===== src/rtl/serial_nibble_adder.sv =====
// Multi-cycle WIDTH-bit adder: one nibble per clock through a 4-bit ripple-carry adder, LSB first.
// Optional subtract mode is compiled in with `define SUBTRACT_EN.

module rca4 (
  input  logic [3:0] a,
  input  logic [3:0] b,
  input  logic       cin,
  output logic [3:0] sum,
  output logic       carry
);

  logic [4:0] c;

  always_comb begin
    sum = '0;
    c   = {4'b0000, cin};
    for (int i = 0; i < 4; i++) begin
      sum[i]   = a[i] ^ b[i] ^ c[i];
      c[i + 1] = (a[i] & b[i]) | (c[i] & (a[i] ^ b[i]));
    end
    carry = c[4];
  end

endmodule

module serial_nibble_adder #(
  parameter int WIDTH = 16
) (
  input  logic             clk,
  input  logic             rst_n,
  input  logic             in_valid,
  output logic             in_ready,
  input  logic [WIDTH-1:0] in_a,
  input  logic [WIDTH-1:0] in_b,
  input  logic             in_cin,
`ifdef SUBTRACT_EN
  input  logic             in_sub,
`endif
  output logic             out_valid,
  input  logic             out_ready,
  output logic [WIDTH-1:0] out_sum,
  output logic             out_carry,
  output logic             busy
);

  localparam int NIB   = WIDTH / 4;
  localparam int CNT_W = (NIB > 1) ? $clog2(NIB) : 1;
  localparam logic [CNT_W-1:0] LAST = CNT_W'(NIB - 1);

  generate
    if (WIDTH < 4 || (WIDTH % 4) != 0) begin : g_bad_width
      $error("serial_nibble_adder: WIDTH must be a multiple of 4 and at least 4");
    end
  endgenerate

  typedef enum logic [1:0] {
    S_IDLE,
    S_RUN,
    S_DONE
  } state_t;

  state_t           state_q, state_d;
  logic [WIDTH-1:0] a_q, b_q;
  logic [CNT_W-1:0] cnt_q;
  logic             carry_q;
  logic             accept;
  logic [CNT_W+1:0] bit_idx;
  logic [3:0]       a_nib, b_nib, nib_sum;
  logic             nib_carry;
  logic             cin_first;
`ifdef SUBTRACT_EN
  logic             sub_q;
`endif

  always_ff @(posedge clk or negedge rst_n) begin
    if (!rst_n) state_q <= S_IDLE;
    else        state_q <= state_d;
  end

  always_comb begin
    state_d  = state_q;
    in_ready = 1'b0;
    busy     = 1'b0;
    case (state_q)
      S_IDLE: begin
        in_ready = 1'b1;
        if (in_valid) state_d = S_RUN;
      end
      S_RUN: begin
        busy = 1'b1;
        if (cnt_q == LAST) state_d = S_DONE;
      end
      S_DONE: begin
        busy = 1'b1;
        if (out_ready) state_d = S_IDLE;
      end
      default: state_d = S_IDLE;
    endcase
  end

  assign accept  = in_valid & in_ready;
  assign bit_idx = {cnt_q, 2'b00};
  assign a_nib   = a_q[bit_idx +: 4];

  // Subtraction is A + ~B + 1: invert B nibbles and force the first carry-in.
`ifdef SUBTRACT_EN
  assign b_nib     = b_q[bit_idx +: 4] ^ {4{sub_q}};
  assign cin_first = in_sub | in_cin;
`else
  assign b_nib     = b_q[bit_idx +: 4];
  assign cin_first = in_cin;
`endif

  rca4 u_rca (
    .a     (a_nib),
    .b     (b_nib),
    .cin   (carry_q),
    .sum   (nib_sum),
    .carry (nib_carry)
  );

  always_ff @(posedge clk or negedge rst_n) begin
    if (!rst_n) begin
      a_q       <= '0;
      b_q       <= '0;
      cnt_q     <= '0;
      carry_q   <= 1'b0;
      out_sum   <= '0;
      out_carry <= 1'b0;
      out_valid <= 1'b0;
`ifdef SUBTRACT_EN
      sub_q     <= 1'b0;
`endif
    end else begin
      case (state_q)
        S_IDLE: begin
          if (accept) begin
            a_q     <= in_a;
            b_q     <= in_b;
            carry_q <= cin_first;
            cnt_q   <= '0;
`ifdef SUBTRACT_EN
            sub_q   <= in_sub;
`endif
          end
        end
        S_RUN: begin
          out_sum[bit_idx +: 4] <= nib_sum;
          carry_q               <= nib_carry;
          cnt_q                 <= cnt_q + 1'b1;
          if (cnt_q == LAST) begin
            out_carry <= nib_carry;
            out_valid <= 1'b1;
          end
        end
        S_DONE: begin
          if (out_ready) out_valid <= 1'b0;
        end
        default: ;
      endcase
    end
  end

endmodule


===== config.mk =====
export PLATFORM = sky130hd
export DESIGN_NAME = serial_nibble_adder
export DESIGN_NICKNAME = d
export VERILOG_FILES = /design/src/rtl/serial_nibble_adder.sv
export SDC_FILE = /design/constraint.sdc
export NUM_CORES = 1
export LEC_CHECK = 0
export CORE_MARGIN = 2
export CORE_UTILIZATION = 55
export DETAILED_ROUTE_END_ITERATION = 8
export GPL_TIMING_DRIVEN = 0
export PLACE_DENSITY = 0.9
export SYNTH_ARGS = -nofsm -noshare
export SYNTH_HDL_FRONTEND = slang
export SYNTH_HIERARCHICAL = 1
export SYNTH_SLANG_ARGS = --single-unit
export TNS_END_PERCENT = 100

===== constraint.sdc =====
create_clock -name clk -period 7.3 [get_ports clk]
set_input_delay 1.46 -clock clk [delete_from_list [all_inputs] [get_ports clk]]
set_output_delay 1.46 -clock clk [all_outputs]
set_load 0.1 [all_outputs]

# After elaboration in Yosys (flattened, before gate mapping)
# Index checks and enable logic that the tools add are counted.
op_classes:
  n_addsub: 2
  eq_ne: 7
  n_shift: 4
  n_mux: 14
  n_bitwise: 21
  n_reduce_logical: 9
ops:
  columns: ["cell", "n"]
  rows:
  - ["$shiftx 16x5->4", 2]
  - ["$bwmux 16", 1]
  - ["$shift 4x6->16 const A", 1]
  - ["$shiftx 4x6->16", 1]
  - ["$and 1x1->1", 9]
  - ["$mux 2", 4]
  - ["$ne 2x2->1 const B", 4]
  - ["$xor 1x1->1", 8]
  - ["$neg 4->6", 1]
  - ["$pmux 2 s3", 1]
  - ["$reduce_and 2->1", 3]
  - ["$reduce_and 3->1", 2]
  - ["$mux 1", 5]
  - ["$eq 2x2->1 const B", 2]
  - ["$or 1x1->1", 4]
  - ["$pmux 1 s2", 2]
  - ["$pmux 2 s2", 1]
  - ["$reduce_bool 2->1", 2]
  - ["$add 2x1->2 const B", 1]
  - ["$eq 2x1->1 const B", 1]
  - ["$logic_not 2->1", 1]
  - ["$reduce_or 2->1", 1]
word_totals:
  register_bits: 55
  in_bits: 37
  output_inout_bits: 20

# Logic depth before layout (Yosys ltp)
# Gate-level depths: netlist (run 1).
logic_depth:
  ltp_word: 11
  depth_mapped: 14

# Hierarchy
# The synthesis (run 1) kept the hierarchy.
modules_own_cells:
  columns: ["mod", "n_inst", "cells_per_inst", "area_each_um2", "seq_area_each_um2"]
  rows:
  - ["serial_nibble_adder", 1, 180, 2653.8, 1376.3]
  - ["rca4", 1, 14, 117.6, 0.0]

# Worst setup path before layout (run 1)
# No wires, ideal clock.
synth_path:
  path_type: "register to register"
  from: "register cnt_q[0]"
  to: "register out_sum[3]"
  setup_time_ns: 0.083
  t_arrival_ns: 2.952
  required_time_ns: 7.217
  slack_ns: 4.265
  stages_incl_launch_ff: 14
  path_cell_list: "dfrtp_1 > buf_4 > buf_6 > mux4_2 > fa_1 > inv_1 > fa_1 > inv_1 > fa_1 > inv_1 > fa_1 > inv_1 > nand3_1 > o21ai_0"
synth_via:
  elab_chain_cells: 11
  elab_cells_between_ends: 23
synth_rtl:
  columns: ["item", "line", "rtl"]
  rows:
  - ["start, declared", "64", "logic [CNT_W-1:0] cnt_q;"]
  - ["start signal, assigned", "150", "cnt_q <= cnt_q + 1'b1;"]
  - ["$shiftx 16x5->4 (*)", "103", "assign a_nib = a_q[bit_idx +: 4];"]
  - ["via a_nib[0]", "68", "logic [3:0] a_nib, b_nib, nib_sum;"]
  - ["$xor 1x1->1", "19", "c[i + 1] = (a[i] & b[i]) | (c[i] & (a[i] ^ b[i]));"]
  - ["$and 1x1->1", "19", null]
  - ["$or 1x1->1 (*)", "19", null]
  - ["$and 1x1->1 (*)", "19", null]
  - ["$or 1x1->1 (*)", "19", null]
  - ["$and 1x1->1 (*)", "19", null]
  - ["$or 1x1->1 (*)", "19", null]
  - ["$xor 1x1->1 (*)", "18", "sum[i] = a[i] ^ b[i] ^ c[i];"]
  - ["via nib_sum[3]", "68", null]
  - ["$shiftx 4x6->16 (*)", "148", "out_sum[bit_idx +: 4] <= nib_sum;"]
  - ["$bwmux 16 (*)", "148", null]
  - ["end signal, assigned by index", "148", null]
  - ["end, declared", "41", "output logic [WIDTH-1:0] out_sum,"]
# The timed path passes the listed nets; every way through them passes the cells marked *.
# A chain may end at the register's enable or synchronous reset.

# Worst setup path after layout (run 1)
layout_path:
  from: "register state_q[0]"
  to: "output in_ready"
layout_via:
  elab_chain_cells: 2
layout_rtl:
  columns: ["item", "line", "rtl"]
  rows:
  - ["start, declared", "62", "state_t state_q, state_d;"]
  - ["start signal, assigned", "77", "else state_q <= state_d;"]
  - ["$logic_not 2->1", "84", "case (state_q)"]
  - ["$mux 1", "84", null]
  - ["end, declared", "32", "output logic in_ready,"]
# No other way between the ends.

==> out/qor.log, run 1 <==
INFO  yosys          netlist-cell-type-count=32
INFO  floorplan      fp.dieArea=5620um2
INFO  clocking       cts.reportedPaths.clkPinSlew=100ps
INFO  power          power.net_switching=0.794mW
INFO  routing        drt_first_pass_iters=4
INFO  routing        drt-initial-drc-count=76
INFO  grt            antenna_found_initial=0
INFO  clocking       hold_buffers=0
INFO  timing         timing.final.ws_setup=3460ps
INFO  power          power.total=1.77mW
INFO  power          power.clock.fraction=0.119
INFO  timing         worst_clock_skew=5.98ps
INFO  finish         area_growth=28.0%
INFO  worst_hold_path worstHoldPathType=register to register
INFO  floorplan      die_y=75.0um
INFO  routing        route.vias.total=1760
INFO  timing         max_freq=261MHz
INFO  yosys          synth_top_area_frac=0.497
INFO  worst_setup_path reg2reg_setup_slack=3940ps
INFO  routing        detail_route.wl_per_cell=16.4um
INFO  timing         rsz0062_at_grt=no
INFO  finish         fillerInstances=295
INFO  grt            grt_pass1_wl=8790um
INFO  placement      port-buffer-count=56
INFO  worst_setup_path path_max_fanout=8
INFO  power          power_switching_share=0.449
INFO  clocking       clkLatencyLatePin=310ps
INFO  placement      hpwlAfterDp=4010um
INFO  power          intPower=0.976mW
INFO  floorplan      num_io_pins=57
INFO  timing         report.final.slew_viol_count=0
INFO  timing         timing.final.crit_share=0.525
INFO  floorplan      placementRows=25
INFO  timing         max_slew.worst_pin.slew=990ps
INFO  routing        routed_via_density=5.40
INFO  clocking       cts_tree=yes
INFO  floorplan      core_area=4790um2
INFO  timing         final_period_minus_worst_setup_slack=3840ps
INFO  finish         layout_cells_sized_above_1=0.239
INFO  yosys          synthesis.area_per_instance=14.3um2
INFO  yosys          postSynthCellCount=194
INFO  finish         nNetsFinal=309
INFO  power          cellLeakagePower=1.65nW
INFO  clocking       h-tree-depth=2
INFO  finish         top_library_cells_by_usage_in_the_layout_fill_and_taps_aside=dfrtp_1, clkdlybuf4s50_1, mux2_4
INFO  floorplan      starting_density_of_the_core=0.579
INFO  timing         fin_tns_setup=0ps
INFO  yosys          synthTopCellsByArea=dfrtp_1, mux2_4, mux4_2, ha_1, a22o_1
INFO  floorplan      die-width=75.0um
INFO  finish         n_antenna_cell=0
INFO  placement      pre_cts_ws=3800ps
INFO  job            drv.max_cap_violation_count=0
INFO  grt            first_global_vias=1815
INFO  timing         slew_headroom=0.338
INFO  yosys          synth.ff_latch_count=55
INFO  timing         hold_viol=0
INFO  worst_setup_path critPathLaunchType=register
INFO  timing         setup_viol=0
INFO  clocking       clock_sinks=55
INFO  power          power.sequential.fraction=0.291
INFO  clocking       cts-root-buf=clkbuf_8
INFO  worst_setup_path timing.critical_path.arrival=2380ps
INFO  yosys          synth_nets=245
INFO  clocking       cts_resized=0
INFO  power          vdd_ir_drop_max=416uV
INFO  grt            globalRoute.totalOverflow=0
INFO  worst_setup_path timing.critical_path.to_type=output port
INFO  grt            pin_count_of_the_biggest_net_entering_global_routing=40
INFO  yosys          post_synth_instance_area=2770um2
INFO  worst_setup_path crit_type=register to output port
INFO  outcome        outcome=completed
INFO  worst_setup_path crit_required=5840ps
INFO  routing        routed_wl=5340um
INFO  grt            track_usage=0.214
INFO  clocking       clock_tree.buffer_depth=2
INFO  yosys          seq_area_frac_synth=0.497
INFO  placement      gp_routability_congestion=0.807
INFO  yosys          synth_area_leader_cell=dfrtp_1
INFO  power          comb_power_share=0.590
INFO  routing        postRouteAntennaNets=0
INFO  routing        post-route-drc-count=0
INFO  yosys          synthesis.yosys.warnings=6
INFO  finish         utilization=0.741
INFO  clocking       post_cts_buffers=0
INFO  clocking       tritoncts.num_buffers=5
INFO  power          power-per-cell-area=499nW/um2
[state kept, by name (all words and copies together), names as in the netlist]
| signal | flops |
|---|---|
| b_q | 16 |
| carry_q | 1 |
| state_q | 2 |
| out_carry | 1 |
| a_q | 16 |
| out_sum | 16 |
| out_valid | 1 |
| cnt_q | 2 |
[cell families (layout without fill, tap and decap cells)]
| kind of cell | Yosys count | after routing | share of synthesized area |
|---|---|---|---|
| AOI/OAI and AO/OA | 22 | 22 | 0.0591 |
| adders and majority gates | 14 | 14 | 0.0740 |
| buffers and inverters | 22 | 87 | 0.0429 |
| DFF | 55 | 55 | 0.497 |
| muxes | 43 | 43 | 0.247 |
| and+or+nand+nor | 38 | 38 | 0.0799 |
[per-stage QoR]
step | cells | hold slack, ps | cell area [um2]
3_5_place_dp | 318 | 462 | 3430
6_report | 326 | 478 | 3550
5_1_grt | 326 | 529 | 3550
3_3_place_gp | 317 | 458 | 3420
4_1_cts | 326 | 483 | 3550
2_1_floorplan | 194 | 474 | 2770
[power by group through the flow]
| stage | Sequential [mW] | Combinational (mW) | Clock (mW) |
|---|---|---|---|
| final | 0.515 | 1.04 | 0.211 |
| after detailed placement | 0.519 | 1.03 | 0 |
| after CTS | 0.515 | 1.05 | 0.211 |
| after global placement | 0.510 | 1.01 | 0 |
| after global routing | 0.532 | 1.11 | 0.225 |
| after floorplan | 0.670 | 0.639 | 0 |
[critical path, cell delays in order, from the launching register on]
cell             delay [ps]
dfrtp_1                 430
inv_1                    90
ha_1                    350
clkdlybuf4s50_1        1200
[worst paths after layout]
kind                                             start                endpoint  cells after the start
worst min-delay path            out_sum[8]$_DFFE_PN0P_  out_sum[8]$_DFFE_PN0P_                      2
max in group asynchronous                        rst_n  out_sum[0]$_DFFE_PN0P_                      2
min in group asynchronous                        rst_n  out_sum[6]$_DFFE_PN0P_                      1
worst max-delay path            state_q[0]$_DFFE_PN0P_                in_ready                      3
worst max register to register    cnt_q[0]$_DFFE_PN0P_  out_sum[3]$_DFFE_PN0P_                     13
worst min register to register  out_sum[8]$_DFFE_PN0P_  out_sum[8]$_DFFE_PN0P_                      2
[layout make-up]
cell class | instances | area, um2 | share of cell area
Clock buffer | 6 | 82.6 | 0.0233
Sequential cell | 55 | 1380 | 0.388
Timing Repair Buffer | 57 | 576 | 0.162
Multi-Input combinational cell | 117 | 1280 | 0.360
Inverter | 15 | 56.3 | 0.0159
Clock inverter | 2 | 35.0 | 0.00987
Buffer | 7 | 62.6 | 0.0176
Tap cell | 67 | 83.8 | 0.0236
[per-layer routing]
metal,vias up,track usage,part of all wire
li1,812,-,-
met1,877,0.277,0.43
met2,60,0.357,0.50
met3,11,0.0375,0.045
met4,0,0.0933,0.022
met5,-,0,0
[synth_stat cells (all sizes together)]
cell type / count
dfrtp: 55
mux2: 34
nand2: 18
inv: 15
a22o: 10
ha: 10
mux4: 8
buf: 7
o21ai: 7
nand3: 5
fa: 4
nor2b: 3
and3: 2
nand2b: 2
nand4: 2
a21oi: 1
a32o: 1
and4bb: 1
mux2i: 1
nand3b: 1
nor2: 1
nor3: 1
nor3b: 1
nor4b: 1
o2111ai: 1
o211ai: 1
o32a: 1
Power figures use the tool's default switching activity.
==> run 2, diff against run 1 <==
--- a/config.mk
+++ b/config.mk
@@ -6,10 +6,10 @@
 export NUM_CORES = 1
 export LEC_CHECK = 0
 export CORE_MARGIN = 2
-export CORE_UTILIZATION = 55
+export CORE_UTILIZATION = 46
 export DETAILED_ROUTE_END_ITERATION = 8
 export GPL_TIMING_DRIVEN = 0
-export PLACE_DENSITY = 0.9
+export PLACE_DENSITY = 0.81
 export SYNTH_ARGS = -nofsm -noshare
 export SYNTH_HDL_FRONTEND = slang
 export SYNTH_HIERARCHICAL = 1
==> constraint.sdc (replaced) <==
create_clock -name clk -period 3.43 [get_ports clk]
set_input_delay 0.686 -clock clk [delete_from_list [all_inputs] [get_ports clk]]
set_output_delay 0.686 -clock clk [all_outputs]
set_load 0.1 [all_outputs]
==> run 2 against run 1 <==
Against the previous run: via count decreased by 4.7%; utilization decreased by 14 points; combinational power increased by 110%; non-clock buffer count increased by 1; hold slack got worse by 150 ps; sequential share of layout area increased by 0.14 points; final cell count increased by 2.5%; cell area decreased by 0.35%; clock-buffer cell count unchanged; clock skew increased by 1.6 ps; die area increased by 18%.
==> out/qor.log, run 2 (same netlist as run 1, synthesis figures left out) <==
INFO  clocking       cts.reportedPaths.clkPinSlew=90ps [was 100 ps]
INFO  clocking       clkLatencyLatePin=300ps [was 310 ps]
INFO  clocking       tritoncts.num_buffers=5 [unchanged]
INFO  job            drv.max_cap_violation_count=0 [unchanged]
INFO  timing         setup_viol=0 [unchanged]
INFO  placement      gp_routability_congestion=0.737 [was 0.807]
INFO  routing        drt-initial-drc-count=79 [was 76]
INFO  clocking       cts_tree=yes [unchanged]
INFO  worst_setup_path path_max_fanout=10 [was 8]
INFO  floorplan      die_y=81.6um [was 75.0 um]
INFO  finish         top_library_cells_by_usage_in_the_layout_fill_and_taps_aside=dfrtp_1, clkdlybuf4s50_1, mux2_4 [unchanged]
INFO  worst_setup_path cp_slowest_stage_delay=530ps [was 1200 ps]
INFO  timing         max_slew.worst_pin.slew=974ps [was 990 ps]
INFO  timing         timing.final.ws_setup=221ps [was 3460 ps]
INFO  finish         area_growth=27.6% [was 28.0%]
INFO  worst_setup_path crit_required=3650ps [was 5840 ps]
INFO  floorplan      die-width=81.6um [was 75.0 um]
INFO  grt            first_global_vias=1787 [was 1815]
INFO  timing         worst_clock_skew=7.63ps [was 5.98 ps]
INFO  outcome        outcome=completed [unchanged]
INFO  floorplan      placementRows=28 [was 25]
INFO  power          vdd_ir_drop_max=584uV [was 416 uV]
INFO  floorplan      fp.dieArea=6660um2 [was 5620 um2]
INFO  timing         max_freq=312MHz
INFO  power          cellLeakagePower=1.64nW [was 1.65 nW]
INFO  routing        met2_wirelength=2370um [was 2700 um]
INFO  routing        routedLengthMet1=2310um [was 2290 um]
INFO  worst_hold_path worstHoldPathType=input port to async pin [was register to register]
INFO  timing         report.final.slew_viol_count=0 [unchanged]
INFO  grt            grt_pass1_wl=8200um [was 8790 um]
INFO  worst_setup_path critical-path-slowest-cell=mux4_2 [was clkdlybuf4s50_1]
INFO  routing        detail_route.wl_per_cell=14.6um [was 16.4 um]
INFO  worst_setup_path timing.critical_path.arrival=3430ps [was 2380 ps]
INFO  routing        routed_via_density=5.02 [was 5.40]
INFO  floorplan      starting_density_of_the_core=0.471 [was 0.579]
INFO  floorplan      num_io_pins=57 [unchanged]
INFO  grt            antenna_found_initial=0 [unchanged]
INFO  clocking       clock_tree.buffer_depth=2 [unchanged]
INFO  clocking       cts-root-buf=clkbuf_8 [unchanged]
INFO  placement      pre_cts_ws=104ps [was 3800 ps]
INFO  finish         utilization=0.601 [was 0.741]
INFO  clocking       clock_sinks=55 [unchanged]
INFO  worst_setup_path crit_path_cell_trace=buf_4 > buf_6 > mux4_2 > fa_1 > inv_1 > fa_1 > inv_1 > fa_1 > inv_1 > fa_1 > inv_1 > nand3_1 > o21ai_0 [was inv_1 > ha_1 > clkdlybuf4s50_1]
INFO  routing        met3RoutedLength=158um [was 238 um]
INFO  timing         final_period_minus_worst_setup_slack=3210ps
INFO  worst_setup_path timing.critical_path.to_type=register [was output port]
INFO  grt            globalRoute.totalOverflow=0 [unchanged]
INFO  timing         rsz0062_at_grt=no [unchanged]
INFO  timing         slew_headroom=0.349 [was 0.338]
INFO  routing        routed_wl=4880um [was 5340 um]
INFO  routing        route.vias.total=1677 [was 1760]
INFO  routing        drt_first_pass_iters=4 [unchanged]
INFO  timing         timing.final.crit_share=0.936
INFO  routing        highest-signal-layer=met4 [unchanged]
INFO  grt            track_usage=0.161 [was 0.214]
INFO  timing         hold_viol=0 [unchanged]
INFO  routing        postRouteAntennaNets=0 [unchanged]
INFO  timing         fin_tns_setup=0ps [unchanged]
INFO  routing        post-route-drc-count=0 [unchanged]
INFO  finish         n_antenna_cell=0 [unchanged]
INFO  power          power-per-cell-area=1020nW/um2 [was 499 nW/um2]
INFO  finish         layout_cells_sized_above_1=0.239 [unchanged]
INFO  placement      hpwlAfterDp=3770um [was 4010 um]
INFO  clocking       h-tree-depth=2 [unchanged]
INFO  worst_setup_path critPathLaunchType=register [unchanged]
INFO  finish         biggestRegsByFlops=a_q (16), b_q (16), out_sum (16) [unchanged]
INFO  floorplan      core_area=5890um2 [was 4790 um2]
INFO  grt            pin_count_of_the_biggest_net_entering_global_routing=37 [was 40]
INFO  worst_setup_path crit_type=register to register [was register to output port]
INFO  placement      port-buffer-count=56 [unchanged]
INFO  finish         nNetsFinal=310 [was 309]
## run 2: final timing paths
path / from / cells past startpoint / to / slack (ps)
max reg2reg: cnt_q[0]$_DFFE_PN0P_ / 13 / out_sum[3]$_DFFE_PN0P_ / 220
min reg2reg: out_sum[8]$_DFFE_PN0P_ / 2 / out_sum[8]$_DFFE_PN0P_ / 480
min in group clk: out_sum[8]$_DFFE_PN0P_ / 2 / out_sum[8]$_DFFE_PN0P_ / 480
max in group asynchronous: rst_n / 2 / out_carry$_DFFE_PN0P_ / 2550
max: cnt_q[0]$_DFFE_PN0P_ / 13 / out_sum[3]$_DFFE_PN0P_ / 220
min: rst_n / 1 / out_sum[7]$_DFFE_PN0P_ / 330
## run 2: layer usage
metal | vias up | track usage
li1 | 818 | -
met1 | 816 | 0.212
met3 | 7 | 0.0275
met4 | 0 | 0.0350
met2 | 36 | 0.280
met5 | - | 0
## run 2: repair_timing
| action | CTS | global route |
|---|---|---|
| buffers inserted | 0 | 1 |
| setup endpoints to repair | 0 | 1 |
| resized for setup | 0 | 0 |
| hold buffers | 0 | 0 |
| endpoints found under the hold margin | 0 | 0 |
## run 2: per-stage QoR
step / total power [mW] / instances / hold slack (ps) / cell area, um2
6_report: 3.62 / 334 / 330 / 3540
3_5_place_dp: 3.30 / 326 / 465 / 3440
4_1_cts: 3.65 / 333 / 343 / 3530
3_3_place_gp: 3.25 / 325 / 464 / 3430
5_1_grt: 3.90 / 334 / 358 / 3540
2_1_floorplan: 2.79 / 194 / 390 / 2770
## run 2: area by class of cell
type	instances	area, um2
buffer	7	62.6
clock buffer	6	82.6
clock inverter	1	5.00
fill	483	2350
inverter	15	56.3
multi-input combinational	117	1280
sequential	55	1380
tap	75	93.8
timing repair buffer	58	583
## run 2: where the power goes
part	leakage (nW)	switching (mW)	internal, mW
clock network	0.0470	0.193	0.159
logic	0.914	1.28	0.915
registers	0.683	0.157	0.923
## run 2: critical path, delay by kind of cell (launching register included)
| family | cells | cell delay, ps |
|---|---|---|
| muxes | 1 | 530 |
| and+or+nand+nor | 1 | 90 |
| DFF | 1 | 360 |
| buffers and inverters | 6 | 690 |
| adders and majority gates | 4 | 1330 |
| AOI/OAI and AO/OA | 1 | 150 |
